[config.mk]
export PLATFORM = sky130hd
export DESIGN_NAME = usb_tx_arbiter
export DESIGN_NICKNAME = d
export VERILOG_FILES = /design/src/rtl/usb_tx_arbiter.sv
export SDC_FILE = /design/constraint.sdc
export NUM_CORES = 1
export LEC_CHECK = 0
export CORE_MARGIN = 2
export CORE_UTILIZATION = 40
export CTS_BUF_LIST = sky130_fd_sc_hd__clkbuf_8
export DETAILED_ROUTE_END_ITERATION = 10
export DONT_BUFFER_PORTS = 1
export GPL_TIMING_DRIVEN = 0
export SYNTH_ARGS = -nofsm -noshare
export SYNTH_HDL_FRONTEND = slang
export SYNTH_SLANG_ARGS = --single-unit
export TNS_END_PERCENT = 30
[constraint.sdc]
create_clock -name clk -period 2.65 [get_ports clk]
set_input_delay 0.6625 -clock clk [delete_from_list [all_inputs] [get_ports clk]]
set_output_delay 0.6625 -clock clk [all_outputs]
set_load 0.01 [all_outputs]
[src/rtl/usb_tx_arbiter.sv]
// usb_tx_arbiter: picks ACK/NACK/hash-response packets and feeds them
// byte by byte to a USB transmitter, with a watchdog on each packet.
`timescale 1ns/1ps
module usb_tx_arbiter #(
  parameter logic [7:0] ACK_PID    = 8'hD2,
  parameter logic [7:0] NACK_PID   = 8'h5A,
  parameter logic [7:0] DATA_PID   = 8'hC3,
  parameter int         RESP_BYTES = 36,
  parameter int         TIMEOUT    = 1023
) (
  input  logic                    clk,
  input  logic                    n_rst,
  input  logic                    req_ack,
  input  logic                    req_nack,
  input  logic                    req_hash,
  input  logic [8*RESP_BYTES-1:0] hash_data,
  input  logic                    read_enable,
  input  logic                    tx_done,
  output logic                    transmit_start,
  output logic [7:0]              tx_byte,
  output logic                    transmit_empty,
  output logic                    busy,
  output logic [1:0]              grant,
  output logic                    req_dropped,
  output logic                    tx_timeout
);
  localparam int IW = $clog2(RESP_BYTES + 2);
  localparam int WW = $clog2(TIMEOUT + 1);
  localparam logic [IW-1:0] LEN_HS = IW'(RESP_BYTES + 1);
  localparam logic [IW-1:0] LEN_HK = IW'(1);
  localparam logic [WW-1:0] WD_MAX = WW'(TIMEOUT);

  typedef enum logic [1:0] {
    IDLE, START, SEND, WAIT_DONE
  } state_t;

  state_t state, state_nxt;

  logic pend_ack, pend_nack, pend_hash;
  logic ack_eff, nack_eff, hash_eff;
  logic go, abort, consume;
  logic [1:0] grant_sel;
  logic [7:0] pid_sel;
  logic [IW-1:0] idx, len;
  logic [WW-1:0] wd;
  logic [8*RESP_BYTES-1:0] snap;

  assign ack_eff  = pend_ack | req_ack;
  assign nack_eff = pend_nack | req_nack;
  assign hash_eff = pend_hash | req_hash;

  assign go      = (state == IDLE) & (ack_eff | nack_eff | hash_eff);
  assign abort   = (state != IDLE) & (wd == WD_MAX);
  assign len     = (grant == 2'b11) ? LEN_HS : LEN_HK;
  assign consume = (state == SEND) & read_enable & (idx != len);

  always_comb begin
    grant_sel = 2'b11;
    pid_sel   = DATA_PID;
    if (nack_eff) begin
      grant_sel = 2'b10;
      pid_sel   = NACK_PID;
    end else if (ack_eff) begin
      grant_sel = 2'b01;
      pid_sel   = ACK_PID;
    end
  end

  always_ff @(posedge clk or negedge n_rst) begin
    if (!n_rst) state <= IDLE;
    else        state <= state_nxt;
  end

  always_comb begin
    state_nxt = state;
    unique case (state)
      IDLE:      if (go) state_nxt = START;
      START:     state_nxt = SEND;
      SEND:      if (idx == len) state_nxt = WAIT_DONE;
      WAIT_DONE: if (tx_done) state_nxt = IDLE;
      default:   state_nxt = IDLE;
    endcase
    if (abort) state_nxt = IDLE;
  end

  always_comb begin
    transmit_start = (state == START);
    busy           = (state != IDLE);
    transmit_empty = (state == IDLE) | (idx == len);
  end

  always_ff @(posedge clk or negedge n_rst) begin
    if (!n_rst) begin
      pend_ack    <= 1'b0;
      pend_nack   <= 1'b0;
      pend_hash   <= 1'b0;
      req_dropped <= 1'b0;
      tx_timeout  <= 1'b0;
      grant       <= 2'b00;
      snap        <= '0;
      idx         <= '0;
      tx_byte     <= 8'h00;
      wd          <= '0;
    end else begin
      // a granted ACK and an ACK losing to NACK both leave no flag
      pend_ack    <= ack_eff & ~go;
      pend_nack   <= nack_eff & ~go;
      pend_hash   <= hash_eff & ~(go & (grant_sel == 2'b11));
      req_dropped <= go & ack_eff & nack_eff;
      tx_timeout  <= abort;
      if (go)
        grant <= grant_sel;
      else if (state != IDLE && state_nxt == IDLE)
        grant <= 2'b00;
      if (go && grant_sel == 2'b11)
        snap <= hash_data;
      if (go) begin
        idx     <= '0;
        tx_byte <= pid_sel;
      end else if (consume) begin
        idx <= idx + 1'b1;
        if (idx != len - 1'b1)
          tx_byte <= snap[8*idx +: 8];
      end
      if (go || abort)
        wd <= '0;
      else if (state != IDLE)
        wd <= wd + 1'b1;
    end
  end
endmodule

Word level (Yosys, flattened, before mapping)
Index checks and enable logic that the tools add are counted.
- bits in registers: 321
- bits of input ports: 295
- word-level logic and storage cells: 72
- shifts and indexed selects: 1
- multiplexer cells: 19
- reductions and logical operators: 11
- bitwise logic cells: 18
- add/sub/neg operators: 3
- eq/ne operators: 9
- operator list (cell ; count):
    288-bit by 10-bit indexed part select with 8-bit output ; 1
    8-bit 2-to-1 mux ; 4
    10-bit 2-to-1 mux ; 2
    6-bit 2-to-1 mux ; 3
    2-bit 2-to-1 mux ; 8
    6-bit != test ; 2
    10-bit by 1-bit adder with 10-bit output, second input constant ; 1
    1-bit bitwise AND ; 10
    10-bit == test, second input constant ; 1
    2-bit nonzero test ; 5
    2-bit == test, second input constant ; 4
    2-bit one-hot mux with 4 select lines ; 1
    6-bit by 1-bit adder with 6-bit output, second input constant ; 1
    6-bit == test ; 1
    1-bit OR ; 6
    6-bit by 1-bit subtractor with 6-bit output, second input constant ; 1
    5-bit 2-to-1 mux ; 1
    2-bit logical NOT ; 2
    2-bit by 1-bit == test with 1-bit output, second input constant ; 1
    1-bit logical AND ; 2
    1-bit NOT ; 2
    2-bit AND reduction ; 1
    1-bit logical OR ; 1

Logic depth before layout (Yosys ltp)
- depth in word-level cells: 11
- mapped depth: 12
- mapped depth without buffers: 7

Worst setup path before layout
Ideal clock, no wire load.
- path kind: register to register
- start point: register idx[0]
- end point: register tx_byte[7]
- period minus slack after synthesis: 2.437 ns
- stages on the path, launching flop included: 13
- slack: 0.213 ns
- required time: 2.521 ns
- buffers on the path: 5
- setup time: 0.129 ns
- data arrival time: 2.308 ns
- cell sequence: dfrtp_1 -> buf_6 -> buf_6 -> buf_4 -> buf_4 -> inv_1 -> ha_1 -> nor2_1 -> a2111oi_4 -> nor2_1 -> buf_2 -> o31ai_1 -> a21oi_1
- cells in the longest elaborated chain, start to end: 4
- elaborated cells between the ends (all ways): 10
- classes of those cells: eq/ne: 2; shift: 1; mux: 3; bitwise: 1; reduce/logical: 3
- RTL lines (element ; RTL line ; RTL):
    from (decl) ; 44 ; logic [IW-1:0] idx, len;
    from (signal assigned) ; 121 ; idx <= idx + 1'b1;
    288-bit by 10-bit indexed part select with 8-bit output / 6-bit != test (equally long branches) ; 123, 55 ;
    8-bit 2-to-1 mux / 1-bit bitwise AND (equally long branches) ; 122, 55 ;
    8-bit 2-to-1 mux / 2-bit nonzero test (equally long branches) ; - ;
    8-bit 2-to-1 mux / 2-bit AND reduction (equally long branches) ; - ;
    to (signal assigned) ; 119 ; tx_byte <= pid_sel;
    to (signal assigned) ; 123 ; tx_byte <= snap[8*idx +: 8];
    to (decl) ; 20 ; output logic [7:0] tx_byte,
Parallel ways exist; a longest one is shown, timed or not. The select of a mux whose other input is x is not followed.
A chain may end at the register's enable or synchronous reset.

Final worst setup path
- start point: register grant[0]
- end point: output port transmit_empty
- cells in the longest elaborated chain, start to end: 4
- RTL lines (element ; RTL line ; RTL):
    from (decl) ; 23 ; output logic [1:0] grant,
    from (signal assigned) ; 112 ; grant <= grant_sel;
    2-bit == test ; 54 ; assign len = (grant == 2'b11) ? LEN_HS : LEN_HK;
    6-bit 2-to-1 mux ; 54 ;
    6-bit == test ; 89 ; transmit_empty = (state == IDLE) | (idx == len);
    1-bit OR ; 89 ;
    to (decl) ; 21 ; output logic transmit_empty,
Every way passes these cells.

==> results.yml <==
outcome:
  violations: "negative hold slack, negative setup slack"
  status: "complete, but fails checks"
synth:
  synthTopCellsByCount: "321 x dfrtp_1, 238 x mux2_2, 69 x mux4_2"
  synthArstFlopShare: 1.00
  yosys.area_share.xor_xnor: 0.00724
  syn_area_um2: 14500
  synthSimpleGateAreaFrac: 0.0328
  yosysWarnings: 0
  syn_inst: 944
  synth_cell_types: 55
  yosys.area_share.adder: 0.00345
  synth_edf_count: 0
  netlist_top_cells_area: "dfrtp_1 55%, mux2_2 18%, mux4_2 11%, mux2_1 3.9%, buf_2 1.3%"
  synth_seq_cells: 321
  synth_top_area_cell: "dfrtp_1"
  syn_area_per_cell_um2: 15.4
  syn-num-nets: 1243
  synth-compound-area-share: 0.0371
  synth_top_area_frac: 0.553
  synthFlopType: "dfrtp_1"
  synth.most_common_cell: "dfrtp_1"
  synth_seq_area_share: 0.553
  synth_top_family_by_area: "multiplexers"
  synthMuxAreaShare: 0.341
route:
  drt_wl_total_mm: 42.2
  antenna_left: 0
  drc: 0
  first_pass_iters: 5
  vias: 8561
  drt_iter0_drc: 374
  via_per_inst: 5.60
  wl_per_cell_um: 27.6
global_route:
  grt_max_degree: 322
  top_usage_layer: "met2"
  gr-usage-all-layers: 0.225
  grtUsageMet2: 0.358
  antenna_found_initial: 21
  grt_pass1_vias: 9305
  grt.overflow.total: 0
  use_met3: 0.0798
  use_met1: 0.282
  grt_pass1_wl_mm: 62.0
cts:
  cts.sinks: 321
  cts_root_buf: "clkbuf_8"
  h-tree-depth: 2
  cts_buffers: 56
  cts_tree: "done"
  clock_path_buffers: 3
  clkTransAtPathRegs_ns: 0.06
  clkLatencyLatePin_ns: 0.66
timing:
  hold_slack_ns: -0.271
  setup_violations: 1
  clock_skew_ns: 0.0264
  finalCritPeriodShare: 1.05
  slew_violations: 0
  clock.fmax_ghz: 0.360
  slew-limit-headroom: 0.125
  worstMarginPinSlew_ns: 1.30
  fin_ws_ns: -0.125
  finalHoldViolCount: 321
  rsz0062_at_grt: "yes"
  fin_crit_ns: 2.77
critical_path:
  cp.arrival_ns: 2.11
  setup.worst_path.start_class: "flop"
  end_kind: "output port"
  cp.required_ns: 1.99
  r2r_cells: 8
  crit_fanout: 4
  critPathKind: "reg -> out"
place:
  port_buffers: 0
  postPlaceCellArea_um2: 15100
  dp_slack_ns: -0.478
  gp_congestion: 0.827
  hpwl_mm: 30.1
finish:
  drive_above_1_share: 0.466
  n_fill_cell: 3200
  syn2layout_area_growth_pct: 15.1
  final_util: 0.469
  design_area_um2: 16700
  nets: 1307
die:
  die_x_um: 195
  die-area_um2: 37800
  initial_core_util: 0.407
  ioPinCount: 310
  die_y_um: 195
  core_um2: 35700
  rows: 69
hold_path:
  min_path_type: "in -> async"
run:
  maxCapViolCount: 0
pwr:
  leakage_nw: 7.67
  power_density_nw_per_um2: 1030
  vdd_drop_max_mv: 0.501
  totalPowerFinal_w: 0.0173
-- registers in the layout, summed over array words and instances, names as in the netlist --
register	count
pend_hash	1
wd	10
req_dropped	1
state	2
snap	288
idx	6
tx_byte	8
grant	2
tx_timeout	1
pend_nack	1
pend_ack	1
-- worst max-delay path, stage by stage (launching register included) --
cell and delay [ns]:
dfrtp_2 0.47, a211o_1 0.37, a2111oi_4 0.43, or2_4 0.21
-- area by class of cell --
cell class / instances / area, um2 / area share
antenna: 15 / 37.5 / 0.00225
buffer: 57 / 409 / 0.0245
clock buffer: 73 / 1000 / 0.0601
clock inverter: 31 / 304 / 0.0182
inverter: 12 / 50.0 / 0.00299
multi-input combinational: 551 / 6230 / 0.373
sequential: 321 / 8040 / 0.481
tap: 461 / 577 / 0.0345
timing repair buffer: 9 / 67.6 / 0.00404
-- stage by stage --
stage,TNS [ns],std cells
6_report,-0.125,1530
5_1_grt,-0.246,1522
4_1_cts,-0.236,1515
3_5_place_dp,-100.47,1405
3_3_place_gp,-103.86,1405
2_1_floorplan,0,944
-- layer usage --
layer / up-vias / routed length, um
met5: - / 114
met4: 16 / 1310
met3: 93 / 3480
met2: 287 / 20300
met1: 4473 / 17000
li1: 3692 / -
-- layout by cell type (no fill, tap or decap), types with 14 or more instances in the layout --
cell type,n
a21oi_1,14
diode_2,15
mux2_2,238
nor2_1,31
clkbuf_8,73
nand2_1,24
inv_1,20
buf_2,33
mux4_2,69
dfrtp_1,317
mux2_1,50
-- cell families after synthesis --
group                      Yosys count
AOI/OAI and AO/OA                   72
xor gates and xnor gates            12
adders and majority gates            4
buffers and inverters               72
DFF                                321
muxes                              365
and+or+nand+nor                     98
-- power breakdown --
part           switching [W]  total [W]  internal [W]  leakage, nW
clock network        0.00216    0.00522       0.00307        0.722
logic                0.00231    0.00492       0.00261         2.70
registers           0.000839    0.00712       0.00628         4.25
total                0.00531     0.0173        0.0120         7.67
-- what timing repair did --
action	in CTS	in global routing
pin swaps	4	5
hold endpoints to repair	321	321
resized for setup	47	23
setup endpoints to repair	297	23
buffers inserted	7	2
-- worst paths after layout --
path | startpoint | endpoint | slack (ns)
worst max-delay path | grant[0]$_DFFE_PN0P_ | transmit_empty | -0.12
worst min-delay path | n_rst | snap[125]$_DFFE_PN0P_ | -0.27
worst max register to register | idx[0]$_DFFE_PN0P_ | tx_byte[2]$_DFFE_PN0P_ | 0.07
worst min register to register | snap[253]$_DFFE_PN0P_ | snap[253]$_DFFE_PN0P_ | 0.48
max in group asynchronous | n_rst | snap[188]$_DFFE_PN0P_ | 2.00
min in group clk | tx_done | state[1]$_DFF_PN0_ | 0.12
Note: power is estimated with default switching activity, not from simulation.
